## src/rtl/packet_scheduler.sv

```systemverilog
// HDMI data-island packet scheduler: picks audio, ACR, AVI, AIF, SPD or null for each packet slot.
// Optional macro PACKET_SCHEDULER_MISS_COUNT_EN builds the saturating missed-InfoFrame counter.
module packet_scheduler #(
  parameter int unsigned AUDIO_BURST = 4,
  parameter int unsigned SPD_PERIOD  = 1
) (
  input  logic        clk_pixel,
  input  logic        reset,
  input  logic        video_field_end,
  input  logic        packet_slot,
  input  logic        audio_sample_ready,
  input  logic        acr_tick,
  output logic [7:0]  packet_type,
  output logic        packet_valid,
  output logic        audio_sample_ack,
  output logic        infoframe_missed,
  output logic [15:0] miss_count
);

  localparam int unsigned BURST_W = 4;
  localparam int unsigned DIV_W   = 8;
  localparam int unsigned TYPE_W  = 8;

  localparam logic [TYPE_W-1:0] HB_NULL  = 8'h00;
  localparam logic [TYPE_W-1:0] HB_ACR   = 8'h01;
  localparam logic [TYPE_W-1:0] HB_AUDIO = 8'h02;
  localparam logic [TYPE_W-1:0] HB_AVI   = 8'h82;
  localparam logic [TYPE_W-1:0] HB_AIF   = 8'h84;
  localparam logic [TYPE_W-1:0] HB_SPD   = 8'h83;

  logic               acr_q, acr_d, avi_q, avi_d, aif_q, aif_d, spd_q, spd_d;
  logic [BURST_W-1:0] burst_q, burst_d;
  logic [DIV_W-1:0]   div_q, div_d;
  logic [TYPE_W-1:0]  type_q, type_d;
  logic               valid_q, valid_d, ack_q, ack_d, missed_q, missed_d;
  logic               burst_full;
  logic               other_pending;

  assign burst_full    = (burst_q == BURST_W'(AUDIO_BURST));
  assign other_pending = acr_q | avi_q | aif_q | spd_q;

  // Selection uses pre-update flags; sets are applied after clears so a same-cycle set wins.
  always_comb begin
    acr_d    = acr_q;
    avi_d    = avi_q;
    aif_d    = aif_q;
    spd_d    = spd_q;
    burst_d  = burst_q;
    div_d    = div_q;
    type_d   = type_q;
    valid_d  = 1'b0;
    ack_d    = 1'b0;
    missed_d = 1'b0;

    if (packet_slot) begin
      valid_d = 1'b1;
      if (audio_sample_ready && !(burst_full && other_pending)) begin
        type_d = HB_AUDIO;
        ack_d  = 1'b1;
        if (!burst_full) burst_d = burst_q + BURST_W'(1);
      end else begin
        burst_d = '0;
        if (acr_q) begin
          type_d = HB_ACR;
          acr_d  = 1'b0;
        end else if (avi_q) begin
          type_d = HB_AVI;
          avi_d  = 1'b0;
        end else if (aif_q) begin
          type_d = HB_AIF;
          aif_d  = 1'b0;
        end else if (spd_q) begin
          type_d = HB_SPD;
          spd_d  = 1'b0;
        end else begin
          type_d = HB_NULL;
        end
      end
    end

    if (acr_tick) acr_d = 1'b1;

    if (video_field_end) begin
      missed_d = avi_q | aif_q | spd_q;
      avi_d    = 1'b1;
      aif_d    = 1'b1;
      if (div_q == '0) spd_d = 1'b1;
      div_d = (div_q == DIV_W'(SPD_PERIOD - 1)) ? '0 : div_q + DIV_W'(1);
    end
  end

  always_ff @(posedge clk_pixel or posedge reset) begin
    if (reset) begin
      acr_q    <= 1'b0;
      avi_q    <= 1'b0;
      aif_q    <= 1'b0;
      spd_q    <= 1'b0;
      burst_q  <= '0;
      div_q    <= '0;
      type_q   <= HB_NULL;
      valid_q  <= 1'b0;
      ack_q    <= 1'b0;
      missed_q <= 1'b0;
    end else begin
      acr_q    <= acr_d;
      avi_q    <= avi_d;
      aif_q    <= aif_d;
      spd_q    <= spd_d;
      burst_q  <= burst_d;
      div_q    <= div_d;
      type_q   <= type_d;
      valid_q  <= valid_d;
      ack_q    <= ack_d;
      missed_q <= missed_d;
    end
  end

`ifdef PACKET_SCHEDULER_MISS_COUNT_EN
  logic [15:0] miss_q, miss_d;

  // Counter advances together with the missed pulse it counts.
  always_comb begin
    miss_d = miss_q;
    if (missed_d && (miss_q != 16'hFFFF)) miss_d = miss_q + 16'd1;
  end

  always_ff @(posedge clk_pixel or posedge reset) begin
    if (reset) miss_q <= '0;
    else       miss_q <= miss_d;
  end

  assign miss_count = miss_q;
`else
  assign miss_count = '0;
`endif

  assign packet_type      = type_q;
  assign packet_valid     = valid_q;
  assign audio_sample_ack = ack_q;
  assign infoframe_missed = missed_q;

endmodule

```

## config.mk

```make
export PLATFORM = sky130hd
export DESIGN_NAME = packet_scheduler
export DESIGN_NICKNAME = d
export VERILOG_FILES = /design/src/rtl/packet_scheduler.sv
export SDC_FILE = /design/constraint.sdc
export NUM_CORES = 1
export LEC_CHECK = 0
export BUFFER_PORTS_ARGS = -buffer_cell sky130_fd_sc_hd__buf_2
export CAP_MARGIN = 20
export CORE_ASPECT_RATIO = 1.4
export CORE_MARGIN = 1.5
export CORE_UTILIZATION = 40
export DETAILED_ROUTE_END_ITERATION = 8
export GPL_TIMING_DRIVEN = 0
export PLACE_DENSITY_LB_ADDON = 0.2
export SYNTH_ARGS = -nofsm -noshare
export SYNTH_HDL_FRONTEND = slang
export SYNTH_SLANG_ARGS = --single-unit
export TNS_END_PERCENT = 1
```

## constraint.sdc

```tcl
create_clock -name clk_pixel -period 1.7 [get_ports clk_pixel]
set_input_delay 0.255 -clock clk_pixel [delete_from_list [all_inputs] [get_ports clk_pixel]]
set_output_delay 0.255 -clock clk_pixel [all_outputs]
set_load 0.05 [all_outputs]
```

==> results.sh <==
export IMPL_outcome="complete, no violations"
export IMPL_finalHoldViolCount=0
export IMPL_wire_per_inst_um=11.56
export IMPL_end_kind="register"
export IMPL_fin_util_pct=50.80
export IMPL_hold_path_class="input port to register"
export IMPL_ctsHoldBuffers=0
export IMPL_synthMuxAreaShare_pct=0
export IMPL_netlist_area_um2=1239
export IMPL_r2r_start="burst_q[0]$_DFFE_PP0P_"
export IMPL_cts_sinks=23
export IMPL_p_sw_share_pct=37.26
export IMPL_cts_path_max_buffers=2
export IMPL_power_switching_mw=0.5660
export IMPL_place_hpwl_um=1782
export IMPL_synthXorXnorAreaFrac_pct=3.535
export IMPL_relSlewSlack_pct=42.21
export IMPL_drt_iter0_drc=4
export IMPL_cts_tree="built"
export IMPL_worst_r2r_endpoint="spd_q$_DFF_PP0_"
export IMPL_hp_start="packet_slot"
export IMPL_port_buffers=12
export IMPL_initial_utilization_pct=42.62
export IMPL_synth_simple_gate_area_share_pct=15.86
export IMPL_skew_ns=0.001095
export IMPL_fmax_mhz=616.5
export IMPL_timing_hold_ws_ns=0.1092
export IMPL_synth_top_family_by_area="simple AND/OR/NAND/NOR gates"
export IMPL_num_nets_final=170
export IMPL_seqPwrFrac_pct=48.8
export IMPL_die_height_um=68.85
export IMPL_clk_latency_ns=0.26
export IMPL_wl_um=2265
export IMPL_synthCells=124
export IMPL_synth_warnings=0
export IMPL_dpl_worst_slack_ns=0.05023
export IMPL_cp_data_arrival_time_ns=1.77
export IMPL_min_period_over_period_pct=95.42
export IMPL_diodes=0
export IMPL_setup_slack_ns=0.07786
export IMPL_worstRegToRegCells=5
export IMPL_grt_overflow_total=0
export IMPL_holdPathStages=1
export IMPL_cap_violations=0
export IMPL_finalSetupViolCount=0
export IMPL_num_io_pins=33
export IMPL_intPower_mw=0.9529
export IMPL_first_pass_iters=3
export IMPL_reg2reg_slack_ns=0.08
export IMPL_htreeDepth=1
export IMPL_cp_required_ns=1.85
export IMPL_synth_area_per_cell_um2=9.989
export IMPL_min_period_ns=1.622
export IMPL_ant_nets=0
export IMPL_setup_tns_ns=0
export IMPL_fp_dieW_um=50.03
export IMPL_grt_setup_unrepaired="false"
export IMPL_cts_root_buf="clkbuf_8"
export IMPL_p_per_area_nw_per_um2=1029
export IMPL_cp_start_kind="register"
export IMPL_cp_top_family="compound AO/OA/AOI/OAI gates"
export IMPL_grt_pass1_wl_um=3663
export IMPL_power_leakage_nw=0.7512
export IMPL_synth_compound_area_share_pct=14.55
export IMPL_max_vdd_ir_drop_mv=0.7660
export IMPL_crit_path_max_incr_delay_ns=0.42
export IMPL_slowest_stage="dfrtp_1"
export IMPL_viasPerCell=4.663
export IMPL_drive_gt1_share_pct=25.16
export IMPL_grt_max_degree=24
export IMPL_drc=0
export IMPL_coreArea_um2=2907
export IMPL_slew_violations=0
export IMPL_tightest_slew_ns=0.8659
export IMPL_grt_pass1_vias=891
export IMPL_synthAdderAreaFrac_pct=4.040
export IMPL_area_growth_pct=19.19
export IMPL_critPathBufInv=1
export IMPL_ys_seq_elements=23
export IMPL_path_cells="inv_1 -> ha_2 -> nand2b_1 -> o32a_1 -> a221o_1"
export IMPL_ys_async_sr_fraction_pct=100.0
export IMPL_vias=914
export IMPL_synth_edff_count=0
export IMPL_globalplace_congestion=0.6975
export IMPL_p_comb_share_pct=28.9
export IMPL_die_area_um2=3444
export IMPL_crit_type="register to register"
export IMPL_clk_pin_slew_ns=0.08
export IMPL_antenna_found_initial=0
export IMPL_ys_seq_area_share_pct=46.46
export IMPL_track_usage_pct=13.63
export IMPL_p_clk_share_pct=22.3
export IMPL_yosys_cell_types_count=37
export IMPL_cts_buffers=3
export IMPL_cp_max_fo=4
export IMPL_synth_main_ff_cell="dfrtp_1"
export IMPL_holdPathEnd="packet_valid$_DFF_PP0_"
export IMPL_rows=23
-- layout make-up --
class | instances | area, um2
fillers | 281 | 1430
clock buffers | 3 | 41.29
well taps | 37 | 46.29
inverters | 8 | 30.03
repair buffers | 12 | 60.06
multi-input cells | 90 | 559.3
plain buffers | 22 | 158.9
flip-flops and latches | 23 | 575.6
clock inverters | 1 | 5.005
-- metrics by stage --
| step | area (um2) | power (mW) | cells |
|---|---|---|---|
| 6_report | 1476 | 1.519 | 196 |
| 2_1_floorplan | 1310 | 1.094 | 143 |
| 3_3_place_gp | 1416 | 1.166 | 192 |
| 3_5_place_dp | 1416 | 1.183 | 192 |
| 5_1_grt | 1476 | 1.600 | 196 |
| 4_1_cts | 1463 | 1.521 | 196 |
-- routing by layer --
metal	part of all wire, %	track usage (%)
met5	0	0
met2	56	27.63
met3	2.7	3.017
met1	41	13.99
met4	0.75	3.125
-- power groups by stage --
stage          sequential [mW]  combinational (mW)  clock [mW]
4_1_cts                  0.742               0.431       0.348
5_1_grt                  0.756               0.481       0.363
2_1_floorplan            0.776               0.318           0
3_3_place_gp             0.748               0.418           0
6_report                 0.741               0.440       0.339
3_5_place_dp             0.752               0.431           0
-- cells in the final DEF (no fill, tap or decap), types with 2 or more instances in the layout --
cell type / instances
ha_1: 3
clkbuf_8: 3
inv_1: 8
conb_1: 20
o21ai_0: 5
nor2_1: 9
nand2_1: 6
nand3_1: 2
nand2b_1: 2
dfrtp_1: 23
buf_4: 20
nand4_1: 6
nor2b_1: 2
nor3_1: 2
a21oi_1: 6
buf_2: 13
xnor2_1: 4
a21o_1: 3
-- cells by family after synthesis --
logic type / after synthesis
buffers and inverters: 30
AND/OR/NAND/NOR: 36
XOR/XNOR: 5
AO/OA/AOI/OAI: 25
flip-flops: 23
other: 1
adder cells (fa/ha/maj): 4
-- sequential cells by signal, indices dropped and copies added, names as in the netlist --
signal and cells:
audio_sample_ack 1, packet_valid 1, div_q 8, packet_type 4
aif_q 1, spd_q 1, burst_q 4, infoframe_missed 1
avi_q 1, acr_q 1
-- what timing repair did --
action,CTS,global route
buffers inserted,0,0
resized for setup,0,2
setup endpoints to repair,0,8
-- worst max-delay path by stage --
stage | endpoint | slack (ns) | cells after the start | startpoint
CTS | packet_type[2]$_DFFE_PP0P_ | 0.01 | 5 | burst_q[0]$_DFFE_PP0P_
detailed placement | packet_type[2]$_DFFE_PP0P_ | 0.05 | 5 | burst_q[0]$_DFFE_PP0P_
floorplan | spd_q$_DFF_PP0_ | 0.18 | 5 | burst_q[0]$_DFFE_PP0P_
global route | spd_q$_DFF_PP0_ | 0.004 | 5 | burst_q[0]$_DFFE_PP0P_
finish | spd_q$_DFF_PP0_ | 0.08 | 5 | burst_q[0]$_DFFE_PP0P_
global placement | burst_q[1]$_DFFE_PP0P_ | 0.06 | 5 | burst_q[0]$_DFFE_PP0P_
-- worst reg2reg max path, delay by kind of cell, from the launching register on --
| family | cells | cell delay [ns] |
|---|---|---|
| DFF | 1 | 0.42 |
| AOI/OAI and AO/OA | 2 | 0.69 |
| adders and majority gates | 1 | 0.20 |
| and+or+nand+nor | 1 | 0.11 |
| buffers and inverters | 1 | 0.09 |
-- Yosys cell counts (all sizes together), types with 3 or more instances --
cell   number  area (um2)
nor2        9       33.78
dfrtp      23       575.6
xnor2       4       35.03
a21oi       6       30.03
buf        21       155.1
nand2       6       22.52
ha          4       50.05
inv         8       30.03
a21o        3       22.52
o21ai       5       25.02
nand4       6       37.54
Note: power is estimated with default switching activity, not from simulation.
